`config.mk`:
```
export PLATFORM = sky130hd
export DESIGN_NAME = sample_tx_buf_flat
export DESIGN_NICKNAME = d
export VERILOG_FILES = /design/src/rtl/sample_buf_pkg.sv /design/src/rtl/axis_if.sv /design/src/rtl/sample_buf_mem.sv /design/src/rtl/sample_tx_buf.sv /design/src/flat_wrapper.sv
export SDC_FILE = /design/constraint.sdc
export NUM_CORES = 1
export LEC_CHECK = 0
export ABC_AREA = 1
export CAP_MARGIN = 20
export CORE_MARGIN = 8
export CORE_UTILIZATION = 50
export CTS_BUF_LIST = sky130_fd_sc_hd__clkbuf_4 sky130_fd_sc_hd__clkbuf_8
export DETAILED_ROUTE_END_ITERATION = 16
export PLACE_DENSITY = 0.68
export SLEW_MARGIN = 10
export SYNTH_ARGS = -nofsm -noshare
export SYNTH_HDL_FRONTEND = slang
export SYNTH_SLANG_ARGS = --single-unit
```
`constraint.sdc`:
```
create_clock -name clk_i -period 6.5 [get_ports clk_i]
set_input_delay 0.65 -clock clk_i [delete_from_list [all_inputs] [get_ports clk_i]]
set_output_delay 0.65 -clock clk_i [all_outputs]
set_load 0.01 [all_outputs]
```
`src/rtl/sample_buf_pkg.sv`:
```
// Shared types and helpers for the sample transmit buffer.
package sample_buf_pkg;

    typedef enum logic {FILL, STREAM} tx_state_e;

    // Occupancy counter width: must represent 0..depth inclusive.
    function automatic int unsigned lvl_width(input int unsigned depth);
        return $clog2(depth) + 1;
    endfunction

endpackage

```
`src/rtl/axis_if.sv`:
```
// Minimal AXI-Stream interface: tvalid/tready/tdata with master and slave views.
interface axis_if #(
    parameter int unsigned DATA_WIDTH = 32
) (
    input logic clk_i,
    input logic rst_i
);
    logic                  tvalid;
    logic                  tready;
    logic [DATA_WIDTH-1:0] tdata;

    modport master (output tvalid, output tdata, input tready);
    modport slave  (input tvalid, input tdata, output tready);
endinterface

```
`src/rtl/sample_buf_mem.sv`:
```
// Beat storage for the transmit buffer: synchronous write, asynchronous read.
module sample_buf_mem #(
    parameter int unsigned DEPTH = 16,
    parameter int unsigned WIDTH = 32
) (
    input  logic                     clk_i,
    input  logic                     we_i,
    input  logic [$clog2(DEPTH)-1:0] waddr_i,
    input  logic [WIDTH-1:0]         wdata_i,
    input  logic [$clog2(DEPTH)-1:0] raddr_i,
    output logic [WIDTH-1:0]         rdata_o
);
    logic [WIDTH-1:0] mem_q [DEPTH];

    always_ff @(posedge clk_i) begin
        if (we_i) begin
            mem_q[waddr_i] <= wdata_i;
        end
    end

    assign rdata_o = mem_q[raddr_i];
endmodule

```
`src/rtl/sample_tx_buf.sv`:
```
// Valid-only sample input to AXI-Stream master, with prefill gating and sticky overflow/underrun.
// Define SAMPLE_TX_BUF_STAT_EN to add saturating drop/underrun event counters.
module sample_tx_buf
    import sample_buf_pkg::*;
#(
    parameter int unsigned CH_NUM     = 2,
    parameter int unsigned DATA_WIDTH = 16,
    parameter int unsigned DEPTH      = 16,
    parameter int unsigned PREFILL    = 8
) (
    input  logic                             clk_i,
    input  logic                             rstn_i,
    input  logic                             en_i,
    input  logic                             tvalid_i,
    input  logic [CH_NUM*DATA_WIDTH-1:0]     tdata_i,
    axis_if.master                           m_axis,
    input  logic                             clear_i,
    output logic [lvl_width(DEPTH)-1:0]      level_o,
    output logic                             overflow_o,
    output logic                             underrun_o
`ifdef SAMPLE_TX_BUF_STAT_EN
    ,
    output logic [15:0]                      drop_cnt_o,
    output logic [15:0]                      underrun_cnt_o
`endif
);
    localparam int unsigned PtrW = $clog2(DEPTH);
    localparam int unsigned LvlW = lvl_width(DEPTH);
    localparam int unsigned W    = CH_NUM * DATA_WIDTH;

    tx_state_e       state_q, state_d;
    logic [PtrW-1:0] wr_ptr_q, rd_ptr_q;
    logic [LvlW-1:0] level_q, level_d;
    logic            overflow_q, underrun_q;
    logic            push, pop, drop, underrun_evt, full;
    logic [W-1:0]    rdata;

    assign full         = (level_q == LvlW'(DEPTH));
    assign pop          = m_axis.tvalid & m_axis.tready;
    assign push         = en_i & tvalid_i & (~full | pop);
    assign drop         = en_i & tvalid_i & full & ~pop;
    assign underrun_evt = pop & ~push & (level_q == LvlW'(1));

    always_comb begin
        level_d = level_q;
        case ({push, pop})
            2'b10:   level_d = level_q + LvlW'(1);
            2'b01:   level_d = level_q - LvlW'(1);
            default: level_d = level_q;
        endcase
    end

    always_ff @(posedge clk_i) begin
        if (!rstn_i) begin
            wr_ptr_q <= '0;
            rd_ptr_q <= '0;
            level_q  <= '0;
        end else begin
            if (push) wr_ptr_q <= wr_ptr_q + PtrW'(1);
            if (pop)  rd_ptr_q <= rd_ptr_q + PtrW'(1);
            level_q <= level_d;
        end
    end

    sample_buf_mem #(
        .DEPTH (DEPTH),
        .WIDTH (W)
    ) u_mem (
        .clk_i   (clk_i),
        .we_i    (push),
        .waddr_i (wr_ptr_q),
        .wdata_i (tdata_i),
        .raddr_i (rd_ptr_q),
        .rdata_o (rdata)
    );

    always_ff @(posedge clk_i) begin
        if (!rstn_i) state_q <= FILL;
        else         state_q <= state_d;
    end

    always_comb begin
        state_d = state_q;
        unique case (state_q)
            FILL:    if (level_d >= LvlW'(PREFILL)) state_d = STREAM;
            STREAM:  if (underrun_evt)               state_d = FILL;
            default: state_d = FILL;
        endcase
    end

    // tvalid only drops via a pop (or reset), so the presented beat stays stable.
    always_comb begin
        m_axis.tvalid = (state_q == STREAM) && (level_q != '0);
        m_axis.tdata  = rdata;
    end

    always_ff @(posedge clk_i) begin
        if (!rstn_i) begin
            overflow_q <= 1'b0;
            underrun_q <= 1'b0;
        end else begin
            if (clear_i)   overflow_q <= 1'b0;
            else if (drop) overflow_q <= 1'b1;
            if (clear_i)           underrun_q <= 1'b0;
            else if (underrun_evt) underrun_q <= 1'b1;
        end
    end

    assign level_o    = level_q;
    assign overflow_o = overflow_q;
    assign underrun_o = underrun_q;

`ifdef SAMPLE_TX_BUF_STAT_EN
    logic [15:0] drop_cnt_q, underrun_cnt_q;

    always_ff @(posedge clk_i) begin
        if (!rstn_i) begin
            drop_cnt_q     <= '0;
            underrun_cnt_q <= '0;
        end else if (clear_i) begin
            drop_cnt_q     <= '0;
            underrun_cnt_q <= '0;
        end else begin
            if (drop && drop_cnt_q != 16'hFFFF)             drop_cnt_q     <= drop_cnt_q + 16'd1;
            if (underrun_evt && underrun_cnt_q != 16'hFFFF) underrun_cnt_q <= underrun_cnt_q + 16'd1;
        end
    end

    assign drop_cnt_o     = drop_cnt_q;
    assign underrun_cnt_o = underrun_cnt_q;
`endif
endmodule

```
`src/flat_wrapper.sv`:
```
// flat-port wrapper written by rule: the top's interface ports become plain ports
module sample_tx_buf_flat import sample_buf_pkg::*;
#(
    parameter int unsigned CH_NUM     = 2,
    parameter int unsigned DATA_WIDTH = 16,
    parameter int unsigned DEPTH      = 16,
    parameter int unsigned PREFILL    = 8
)
  (clk_i, rstn_i, en_i, tvalid_i, tdata_i, clear_i, level_o, overflow_o, underrun_o, rst_i, m_axis_tvalid, m_axis_tdata, m_axis_tready);
  axis_if #(.DATA_WIDTH(DATA_WIDTH)) m_axis_i (.clk_i(clk_i), .rst_i(rst_i));
  input  logic clk_i;
  input  logic rstn_i;
  input  logic en_i;
  input  logic tvalid_i;
  input  logic [CH_NUM*DATA_WIDTH-1:0] tdata_i;
  input  logic clear_i;
  output logic [lvl_width(DEPTH)-1:0] level_o;
  output logic overflow_o;
  output logic underrun_o;
  input wire logic rst_i;
  output wire logic [$bits(m_axis_i.tvalid)-1:0] m_axis_tvalid;
  output wire logic [$bits(m_axis_i.tdata)-1:0] m_axis_tdata;
  input wire logic [$bits(m_axis_i.tready)-1:0] m_axis_tready;
  assign m_axis_tvalid = m_axis_i.tvalid;
  assign m_axis_tdata = m_axis_i.tdata;
  assign m_axis_i.tready = m_axis_tready;
  sample_tx_buf #(.CH_NUM(CH_NUM), .DATA_WIDTH(DATA_WIDTH), .DEPTH(DEPTH), .PREFILL(PREFILL)) u_core (.clk_i(clk_i), .rstn_i(rstn_i), .en_i(en_i), .tvalid_i(tvalid_i), .tdata_i(tdata_i), .m_axis(m_axis_i), .clear_i(clear_i), .level_o(level_o), .overflow_o(overflow_o), .underrun_o(underrun_o));
endmodule
```
Word level (Yosys, flattened, before mapping)
Memories as Yosys holds them, arrays and structs flattened. A register that Yosys moved wholly into a read port is not among the register bits. Index checks and enable logic that the tools add are counted.

RAM bits: 512. Flip-flop bits (word level): 16. Memories: 1. Input bits: 39. Output and inout bits: 24. Latch bits: 0. Memory bits (read-only): 0. Logic and storage cells: 40.

Bitwise operators: 13. Shifts and indexed selects: 0. Reduce and logical (&&, ||, !) cells: 3. Order comparisons: 1. Add/sub/neg operators: 4. Eq/ne operators: 4. Muxes and demuxes: 8. Divide/modulo/power cells: 0. Multipliers: 0.

Memories: u_core.u_mem.mem_q (depth 16, bits a word 32, rd ports 1, clocked after memory_dff 1, write ports 1, line sample_buf_mem.sv:13) `logic [WIDTH-1:0] mem_q [DEPTH];`.

Operator list (count): 5-bit one-hot mux with 2 select lines (1); 4-bit by 1-bit adder with 4-bit output (second input constant) (2); 4-bit 2-to-1 mux (2); 1-bit bitwise AND (7); 5-bit by 1-bit adder with 5-bit output (second input constant) (1); 5-bit by 1-bit equality test with 1-bit output (second input constant) (1); 5-bit equality test (second input constant) (1); 5-bit by 4-bit greater-or-equal comparator with 1-bit output (second input constant) (1); 1-bit inverter (5); 5-bit nonzero test (1); 5-bit by 1-bit subtractor with 5-bit output (second input constant) (1); 1-bit 2-to-1 mux (4); 2-bit by 1-bit equality test with 1-bit output (second input constant) (1); 2-bit equality test (second input constant) (1); 1-bit one-hot mux with 2 select lines (1); 2-bit OR reduction (1); 1-bit logical AND (1); 1-bit bitwise OR (1).

Logic depth before layout (Yosys ltp)
Gate-level depths: netlist of run 1.

Word-level depth: 10. Mapped depth: 10. Depth with buffers taken out: 10.

Cells and area by module
A second synthesis of run 1 with hierarchy kept.

Cells, all modules: 2220. Area, all modules: 23052.1 um^2.

By module, submodules not included: sample_buf_mem (cells an instance 2088, sequential area each 15374.7 um^2, times used 1, area each 22089.9 um^2); sample_tx_buf (cells an instance 132, sequential area each 320.3 um^2, times used 1, area each 962.2 um^2).

Worst setup path after synthesis of run 1
OpenSTA, ideal clock, no wires.

Path kind: flip-flop to flip-flop. Start: register with a tool-made name. End: memory u_core.u_mem.mem_q[11][0] (enable). Data arrival time: 2369 ps. Setup slack: 3722 ps. Stages on the path, launching flop included: 8. Library setup time: 409 ps. Period minus slack after synthesis: 2778 ps. Required time: 6091 ps. Path buffers: 0. Cells stage by stage: dfxtp_1 -> inv_1 -> ha_1 -> nand3_4 -> nand3_4 -> nand4_2 -> nand2_4 -> nor3_1.

RTL lines (line): end, declared (sample_buf_mem.sv:13).

==> metrics.txt, run 1 <==
status=completed; Reg clk slew, reported paths=0.06 ns; max_cap viols=0; GRT Util Overall=17.2%; First-pass DRT Iterations=5; sequential share of power=56.2%; Die H=166 µm; Post-synth EDFFs=256; mux share of post-synthesis cell area=5.66%; GRT overflow=0; DRC errors left=0; CP max stage cell=buf_4; number of fill cells=1775; unrepaired setup endpoints after global routing=false; Synth async-reset ratio=0%; post-synthesis cell count=829; Nets=943; DR vias/cell=5.59; DR iter-0 viols=511; clk sinks=276; Worst path most repeated cell=buf_4; number of port buffers=45; XOR/XNOR share of the synthesized area=0.310%; clock buffer depth=3; core area=22400 µm²; Final Max Slew Viols=0; Top-Level Pins=63; largest incremental delay on the critical path=0.62 ns; initial antenna violation count=1; top post-synthesis cells by area=edfxtp_1 (68%), mux2i_1 (5.7%), o211ai_1 (4.2%), dfxtp_1 (3.5%), o21ai_0 (3.5%); fraction of power spent switching nets=20.0%; HP Class=flop to flop; clock power share=41.4%; NetSw=0.000695 W; Fin Setup TNS=0 ns; Vias=6776; die footprint=27700 µm²; critical path, cell by cell=buf_4 -> inv_2 -> buf_4 -> o211ai_1 -> nand3_1 -> nand2_1 -> clkdlybuf4s50_1; fmax=236 MHz; maximum vdd drop=0.119 mV; largest net degree at the start of global routing=125; Critical Path AT=3.59 ns; Final Hold Viols=0; hpwl dp=13400 µm; worst slew pin tran=0.953 ns; startpoint type of the worst setup path=flop; Syn Std Cell Area=11300 µm²; largest family of logic cells by synthesized area=compound AO/OA/AOI/OAI gates; Seq/Total Area, Yosys=71.5%; clk_skew=0.0150 ns; Simple-Gate Fraction of Synth Area=5.01%; top_reg_cell synth=edfxtp_1; CTS Hold Bufs=0; Avg WL per Cell=19.8 µm; H-tree levels=2; post-synthesis compound-gate area fraction=11.4%; Crit. End Element=output pin; Num CTS Buffers=43; synthesized flop and latch total=276; post_cts resized=0; CP top delay family=buffers and inverters; Crit Path Class=flop to output pin; worst-path maximum fanout=65; GP Congestion=0.750; Multi-input gate area=2690 µm²; Pint=0.00279 W; first-pass GRT wire length=37200 µm; syn nets=877; syn avg cell area=13.6 µm²; Setup violations, final=0; fin crit share=65.3%; Starting Density=50.4%; library cells used by synthesis=29; combinational power share=2.5%; Clk Latency, worst-skew pair=0.54 ns; row count=55; DIE WIDTH=166 µm; Synth top area share=68.0%; FF/Latch Area=8090 µm²; antenna violation net count after detailed routing=0; YS warnings=0; Worst Path Required=5.85 ns; Pwr Density=268 nW/µm²; layout cells sized above 1=12.7%; worst path bufs/invs=4; Total Wirelength=24000 µm; Tmin final=4.24 ns; via count of the first global-routing pass=6562; post-synthesis adder-cell area fraction=0.996%; # diodes=0; CTS tree=yes; slew margin rel.=36.4%; # Post-CTS Setup Buffers=0; synth-to-layout area growth=14.8%; CTS root buf=clkbuf_8; Lkg Pwr=4.29 nW; Fin Hold WS=0.460 ns; post-synth top area cell=edfxtp_1
metrics by stage:
stage                     setup slack [ns]  cell area [µm²]  util [%]  total power (W)  instances
after global routing                  2.09            13000      57.9          0.00359       1213
after floorplan                       3.72            11300         -          0.00202        829
after CTS                             2.26            13000      57.8          0.00350       1212
after detailed placement              2.83            12100      54.0          0.00208       1134
final                                 2.26            13000      57.9          0.00348       1213
after global placement                2.84            12100      53.8          0.00207       1132
sequential cells by signal (all words and copies together), names as in the netlist, named ones only:
name                count
u_core.u_mem.mem_q    256
u_core.level_o          2
u_core.underrun_o       1
u_core.state_q          1
u_core.overflow_o       1
u_core.rd_ptr_q         4
u_core.wr_ptr_q         4
cell type report:
| type | instances | area share, % |
|---|---|---|
| sequential | 276 | 62.3 |
| multi-input combinational | 417 | 20.7 |
| clock buffer | 59 | 5.58 |
| timing repair buffer | 66 | 4.95 |
| tap | 285 | 2.75 |
| inverter | 91 | 2.63 |
| clock inverter | 19 | 1.08 |
worst register-to-register path: cells and delay by family, from the launching register on:
family                   cells  cell delay (ns)
adder cells (fa/ha/maj)      1             0.28
buffers and inverters        3             0.56
AND/OR/NAND/NOR              6             1.19
flip-flops                   1             0.50
path summary, 6_finish.rpt:
check	slack (ns)	to	cells past startpoint	startpoint
worst min register to register	0.46	u_core.overflow_o$_SDFFE_PP0P_	2	u_core.overflow_o$_SDFFE_PP0P_
worst max register to register	3.67	u_core.u_mem.mem_q[5][5]$_DFFE_PP_	10	flop
worst max-delay path	2.26	m_axis_tdata[9]	7	flop
worst min-delay path	0.46	u_core.overflow_o$_SDFFE_PP0P_	2	u_core.overflow_o$_SDFFE_PP0P_
synthesized netlist by cell type, drive strengths merged, types with 4 or more instances:
library cell and n:
nor3 4, dfxtp 20, ha 9, a31oi 4
mux2i 64, xor2 4, nand3 33, a21oi 75
nand4 6, o21ai 81, nand2 46, buf 23
nor2 21, or2 5, clkbuf 22, edfxtp 256
inv 91, o211ai 64
power by group through the flow:
| stage | combinational (W) | sequential [W] | clock, W |
|---|---|---|---|
| 5_1_grt | 0.0000959 | 0.00196 | 0.00154 |
| 4_1_cts | 0.0000868 | 0.00196 | 0.00146 |
| 2_1_floorplan | 0.0000306 | 0.00199 | 0 |
| 3_3_place_gp | 0.0000826 | 0.00199 | 0 |
| 6_report | 0.0000863 | 0.00196 | 0.00144 |
| 3_5_place_dp | 0.0000867 | 0.00199 | 0 |
layer usage:
layer / vias up / GRT usage (%) / part of all wire (%)
met5: - / 0 / 0.054
met4: 2 / 6.11 / 2.0
met3: 36 / 3.30 / 5.3
met2: 204 / 28.1 / 49
met1: 3334 / 22.6 / 44
li1: 3200 / - / -
placed cells by master, fill, tap and decap left out, drive strengths merged:
cell and count:
a21oi 75, a31oi 4, and2 1, buf 21, bufinv 2, clkbuf 59, clkdlybuf4s50 45, clkinv 14
clkinvlp 3, dfxtp 20, edfxtp 256, ha 9, inv 91, mux2i 64, nand2 46, nand3 33
nand4 6, nor2 21, nor3 4, o211ai 64, o21ai 81, or2 5, xor2 4
kinds of logic after synthesis:
family / after synthesis
compound gates: 224
xor+xnor: 4
fa+ha+maj: 9
buf+inv: 136
flops: 276
mux: 64
simple gates: 116
(Power assumes the default switching activity.)
==> run 2: changes to the inputs <==
--- a/config.mk
+++ b/config.mk
@@ -11,7 +11,7 @@
 export CORE_UTILIZATION = 50
 export CTS_BUF_LIST = sky130_fd_sc_hd__clkbuf_4 sky130_fd_sc_hd__clkbuf_8
 export DETAILED_ROUTE_END_ITERATION = 16
-export PLACE_DENSITY = 0.68
+export PLACE_DENSITY = 0.7
 export SLEW_MARGIN = 10
 export SYNTH_ARGS = -nofsm -noshare
 export SYNTH_HDL_FRONTEND = slang
==> constraint.sdc (replaced) <==
create_clock -name clk_i -period 3.59 [get_ports clk_i]
set_input_delay 0.359 -clock clk_i [delete_from_list [all_inputs] [get_ports clk_i]]
set_output_delay 0.359 -clock clk_i [all_outputs]
set_load 0.01 [all_outputs]
==> run 2 against run 1 <==
  * Flip-flop and latch count is the same
  * Clock skew grew 0.0091 ns
  * Final cell count grew 0.82%
  * Wire length is essentially flat
  * Via count shrank 0.74%
  * Combinational power grew 81%
  * Critical path depth shrank 1
  * Non-clock buffer count grew 5
  * Critical path type unchanged
  * Critical endpoint is now m_axis_tdata[15]
==> metrics.txt, run 2 (synthesized netlist as in run 1, its figures left out) <==
CTS tree=yes; worst slew pin tran=0.815 ns; status=completed; Vias=6726; Reg clk slew, reported paths=0.06 ns; Setup violations, final=0; critical path, cell by cell=buf_12 -> mux2i_1 -> o211ai_1 -> nand3_1 -> nand2_1 -> clkdlybuf4s50_1; Final Hold Viols=0; Avg WL per Cell=19.7 µm; number of port buffers=45; DRC errors left=0; Worst Path Required=3.23 ns; max_cap viols=0; clk_skew=0.0242 ns; antenna violation net count after detailed routing=0; number of fill cells=1779; die footprint=27700 µm²; Clk Latency, worst-skew pair=0.55 ns; startpoint type of the worst setup path=flop; Worst R2R Setup Slack=0.92 ns; Largest Register=u_core.u_mem.mem_q; HP Class=flop to flop; DR vias/cell=5.50; # diodes=0; first-pass GRT wire length=36700 µm; Num CTS Buffers=45; commonest non-fill, non-tap cell in the layout=edfxtp_1; slew margin rel.=45.7%; Total Wirelength=24000 µm; hpwl dp=13600 µm; number of placed cells counting well taps=1140; max reg flops=256; synth-to-layout area growth=15.5%; GRT Util Overall=17.0%; Starting Density=50.4%; worst min-delay path startpoint=u_core.overflow_o$_SDFFE_PP0P_; unrepaired setup endpoints after global routing=false; # Post-CTS Setup Buffers=0; CTS Hold Bufs=0; initial antenna violation count=1; core area=22400 µm²; DR iter-0 viols=529; clock buffer depth=3; Die H=166 µm; met1 global-route usage=21.3%; fin crit share=88.2%; Register-to-Register Path Depth=10; CTS root buf=clkbuf_8; First-pass DRT Iterations=6; CP max stage cell=dfxtp_4; worst-path maximum fanout=56; post_cts resized=0; H-tree levels=2; Crit Path Class=flop to output pin; Pwr Density=480 nW/µm²; Top-Level Pins=63; worst hold endpoint=u_core.overflow_o$_SDFFE_PP0P_; largest incremental delay on the critical path=0.82 ns; clk sinks=276; M2 GR Usage=28.8%; most frequent cells in the layout=edfxtp_1 (256), inv_1 (89), o21ai_0 (79); Hold Path Depth=2; GP Congestion=0.799; fmax=316 MHz; Finished Layout Cells=1223; Fin Setup TNS=0 ns; layout cells sized above 1=13.3%; Nets=950; met3 usage=3.99%; GRT overflow=0; Crit. End Element=output pin; largest registers=u_core.u_mem.mem_q x256, u_core.rd_ptr_q x4, u_core.wr_ptr_q x4; largest net degree at the start of global routing=65; Top Usage Layer GRT=met2; DIE WIDTH=166 µm; Critical Path AT=2.81 ns; via count of the first global-routing pass=6689; Tmin final=3.17 ns; maximum vdd drop=0.263 mV; row count=55; Final Max Slew Viols=0; Lkg Pwr=4.34 nW; reg2reg end=u_core.u_mem.mem_q[4][15]$_DFFE_PP_
-- run 2: cell types whose count changed in the layout (fill, tap and decap cells not counted), sizes merged --
cell,previous run,this run
bufinv,2,0
buf,21,26
clkbuf,59,66
clkinv,14,16
clkinvlp,3,1
-- run 2: worst max path at each step --
stage,from,end,slack (ns)
after floorplan,flop,u_core.u_mem.mem_q[11][0]$_DFFE_PP_,0.81
after global placement,flop,u_core.u_mem.mem_q[6][1]$_DFFE_PP_,0.94
after detailed placement,flop,u_core.u_mem.mem_q[4][10]$_DFFE_PP_,0.91
after CTS,flop,m_axis_tdata[2],0.37
after global routing,flop,m_axis_tdata[2],0.25
final,flop,m_axis_tdata[15],0.42
-- run 2: layout make-up --
cell class	count	area, µm²	share of cell area [%]
Inverter	91	342	2.62
Clock buffer	66	790	6.05
Sequential cell	276	8090	62.0
Clock inverter	17	71.3	0.546
Tap cell	285	357	2.73
Timing Repair Buffer	71	721	5.52
Multi-Input combinational cell	417	2690	20.6
-- run 2: report_power, final --
part	total [W]	switching, W	internal [W]
registers	0.00354	0.00000826	0.00353
logic	0.000156	0.0000965	0.0000591
clock network	0.00257	0.00117	0.00141
-- run 2: per-stage QoR --
stage | worst slack [ns] | power (W) | hold WS (ns) | cell area (µm²) | utilization, %
after floorplan | 0.812 | 0.00366 | 0.457 | 11300 | -
after global placement | 0.944 | 0.00376 | 0.435 | 12200 | 54.4
after detailed placement | 0.910 | 0.00377 | 0.443 | 12200 | 54.4
after CTS | 0.370 | 0.00633 | 0.426 | 13100 | 58.2
after global routing | 0.252 | 0.00648 | 0.467 | 13100 | 58.2
final | 0.425 | 0.00627 | 0.450 | 13100 | 58.2
-- run 2: per-layer routing --
| metal | share of wire [%] | routed length (µm) |
|---|---|---|
| met5 | 0.054 | 13 |
| met4 | 2.0 | 470 |
| met3 | 6.5 | 1560 |
| met2 | 49 | 11700 |
| met1 | 43 | 10300 |
-- run 2: worst max-delay path, delay by kind of cell, from the launching register on --
| kind | cells | cell delay (ns) |
|---|---|---|
| buffers and inverters | 2 | 0.86 |
| DFF | 1 | 0.82 |
| AOI/OAI and AO/OA | 1 | 0.23 |
| and+or+nand+nor | 2 | 0.18 |
| muxes | 1 | 0.12 |
==> run 3: changes to the inputs <==
--- a/config.mk
+++ b/config.mk
@@ -11,7 +11,8 @@
 export CORE_UTILIZATION = 50
 export CTS_BUF_LIST = sky130_fd_sc_hd__clkbuf_4 sky130_fd_sc_hd__clkbuf_8
 export DETAILED_ROUTE_END_ITERATION = 16
-export PLACE_DENSITY = 0.7
+export GPL_TIMING_DRIVEN = 0
+export PLACE_DENSITY = 0.68
 export SLEW_MARGIN = 10
 export SYNTH_ARGS = -nofsm -noshare
 export SYNTH_HDL_FRONTEND = slang
==> constraint.sdc (replaced) <==
create_clock -name clk_i -period 3.15 [get_ports clk_i]
set_input_delay 0.315 -clock clk_i [delete_from_list [all_inputs] [get_ports clk_i]]
set_output_delay 0.315 -clock clk_i [all_outputs]
set_load 0.01 [all_outputs]
==> run 3 against run 2 <==
  * Setup slack worse by 0.33 ns
  * Critical path depth unchanged
  * Sequential share of layout area down 0.91 points
==> metrics.txt, run 3 (synthesized netlist as in run 1, its figures left out) <==
status=completed; Final Max Slew Viols=0; combinational power share=2.7%; DR iter-0 viols=666; Lkg Pwr=4.46 nW; fraction of power spent switching nets=20.6%; Worst Path Required=2.83 ns; H-tree levels=2; layout cells sized above 1=14.4%; Starting Density=50.4%; Critical Path AT=2.74 ns; clock buffer depth=3; Worst R2R Setup Slack=0.42 ns; DIE WIDTH=166 µm; Vias=7246; clk_skew=0.0317 ns; Setup violations, final=0; Num CTS Buffers=42; via count of the first global-routing pass=6874; WL met2=13000 µm; core area=22400 µm²; clock power share=40.4%; synth-to-layout area growth=17.1%; worst slew pin tran=0.714 ns; Nets=983; # diodes=0; largest net degree at the start of global routing=17; row count=55; # Post-CTS Setup Buffers=0; metal3 WL=2280 µm; GRT overflow=0; first-pass GRT wire length=41300 µm; Finished Layout Cells=1253; CTS tree=yes; most frequent cells in the layout=edfxtp_1 (256), inv_1 (89), o21ai_0 (79); max_cap viols=0; HP Class=primary input to flop; slew margin rel.=52.4%; fin crit share=96.9%; Pint=0.00562 W; number of placed cells counting well taps=1177; NetSw=0.00146 W; Clk Latency, worst-skew pair=0.54 ns; Metal-1 WL=11600 µm; fmax=328 MHz; Final Hold Viols=0; number of fill cells=1753; worst-path maximum fanout=10; Crit Path Class=flop to output pin; GRT Util Overall=19.6%; Total Wirelength=27600 µm; max reg flops=256; top sig layer=met4; Die H=166 µm; DRC errors left=0; Avg WL per Cell=22.0 µm; initial antenna violation count=0; Reg clk slew, reported paths=0.06 ns; CTS Hold Bufs=0; Pwr Density=535 nW/µm²; Fin Setup TNS=0 ns; CTS root buf=clkbuf_8; clk sinks=276; antenna violation net count after detailed routing=0; First-pass DRT Iterations=5; number of port buffers=45; total power=0.00708 W; sequential share of power=57.0%; Tmin final=3.05 ns; startpoint type of the worst setup path=flop; DR vias/cell=5.78; unrepaired setup endpoints after global routing=false; Largest Register=u_core.u_mem.mem_q; Crit. End Element=output pin; die footprint=27700 µm²; commonest non-fill, non-tap cell in the layout=edfxtp_1; largest registers=u_core.u_mem.mem_q x256, u_core.rd_ptr_q x4, u_core.wr_ptr_q x4; hpwl dp=17800 µm; Top-Level Pins=63; maximum vdd drop=0.279 mV; GP Congestion=0.776
run 3: stage by stage:
stage	hold WS (ns)	cell area (µm²)	utilization [%]	setup WS, ns
2_1_floorplan	0.414	11300	-	0.372
4_1_cts	0.378	13200	59.0	0.0105
3_3_place_gp	0.433	12100	54.0	-1.06
3_5_place_dp	0.440	12400	55.3	0.429
6_report	0.400	13200	59.0	0.0990
5_1_grt	0.429	13200	59.0	0.0232
run 3: path summary, 6_finish.rpt:
| path | from | endpoint | cells after the start |
|---|---|---|---|
| max | flop | m_axis_tdata[0] | 6 |
| min | clear_i | u_core.underrun_o$_SDFFE_PP0P_ | 3 |
| min reg2reg | u_core.underrun_o$_SDFFE_PP0P_ | u_core.underrun_o$_SDFFE_PP0P_ | 2 |
| max reg2reg | flop | u_core.u_mem.mem_q[1][5]$_DFFE_PP_ | 10 |
run 3: layout make-up:
type | count | area, µm² | share of cell area (%)
Sequential cell | 276 | 8090 | 61.1
Multi-Input combinational cell | 417 | 2690 | 20.3
Timing Repair Buffer | 63 | 701 | 5.29
Clock buffer | 55 | 694 | 5.24
Tap cell | 285 | 357 | 2.69
Inverter | 91 | 342 | 2.58
Buffer | 44 | 251 | 1.90
Clock inverter | 22 | 123 | 0.926
run 3: worst max-delay path, stage by stage (launching register included):
cell	delay [ns]
dfxtp_1	0.57
inv_1	0.17
clkbuf_1	0.36
o211ai_1	0.25
nand3_1	0.19
nand2_1	0.13
clkdlybuf4s50_1	0.54
run 3: power groups by stage:
| stage | Sequential [W] | Combinational, W | Clock [W] |
|---|---|---|---|
| global placement | 0.00411 | 0.000178 | 0 |
| CTS | 0.00404 | 0.000190 | 0.00288 |
| global route | 0.00403 | 0.000206 | 0.00304 |
| floorplan | 0.00411 | 0.0000632 | 0 |
| detailed placement | 0.00411 | 0.000189 | 0 |
| finish | 0.00404 | 0.000189 | 0.00286 |
run 3: what timing repair did:
item	in CTS	in global routing
setup endpoints to repair	12	16
endpoints found under the hold margin	0	0
pin swaps	0	1
resized for setup	4	15
run 3: routing by layer:
metal	up-vias	GRT usage [%]
met5	-	0
met3	60	3.64
met2	352	31.2
met1	3550	26.3
met4	0	7.32
li1	3284	-
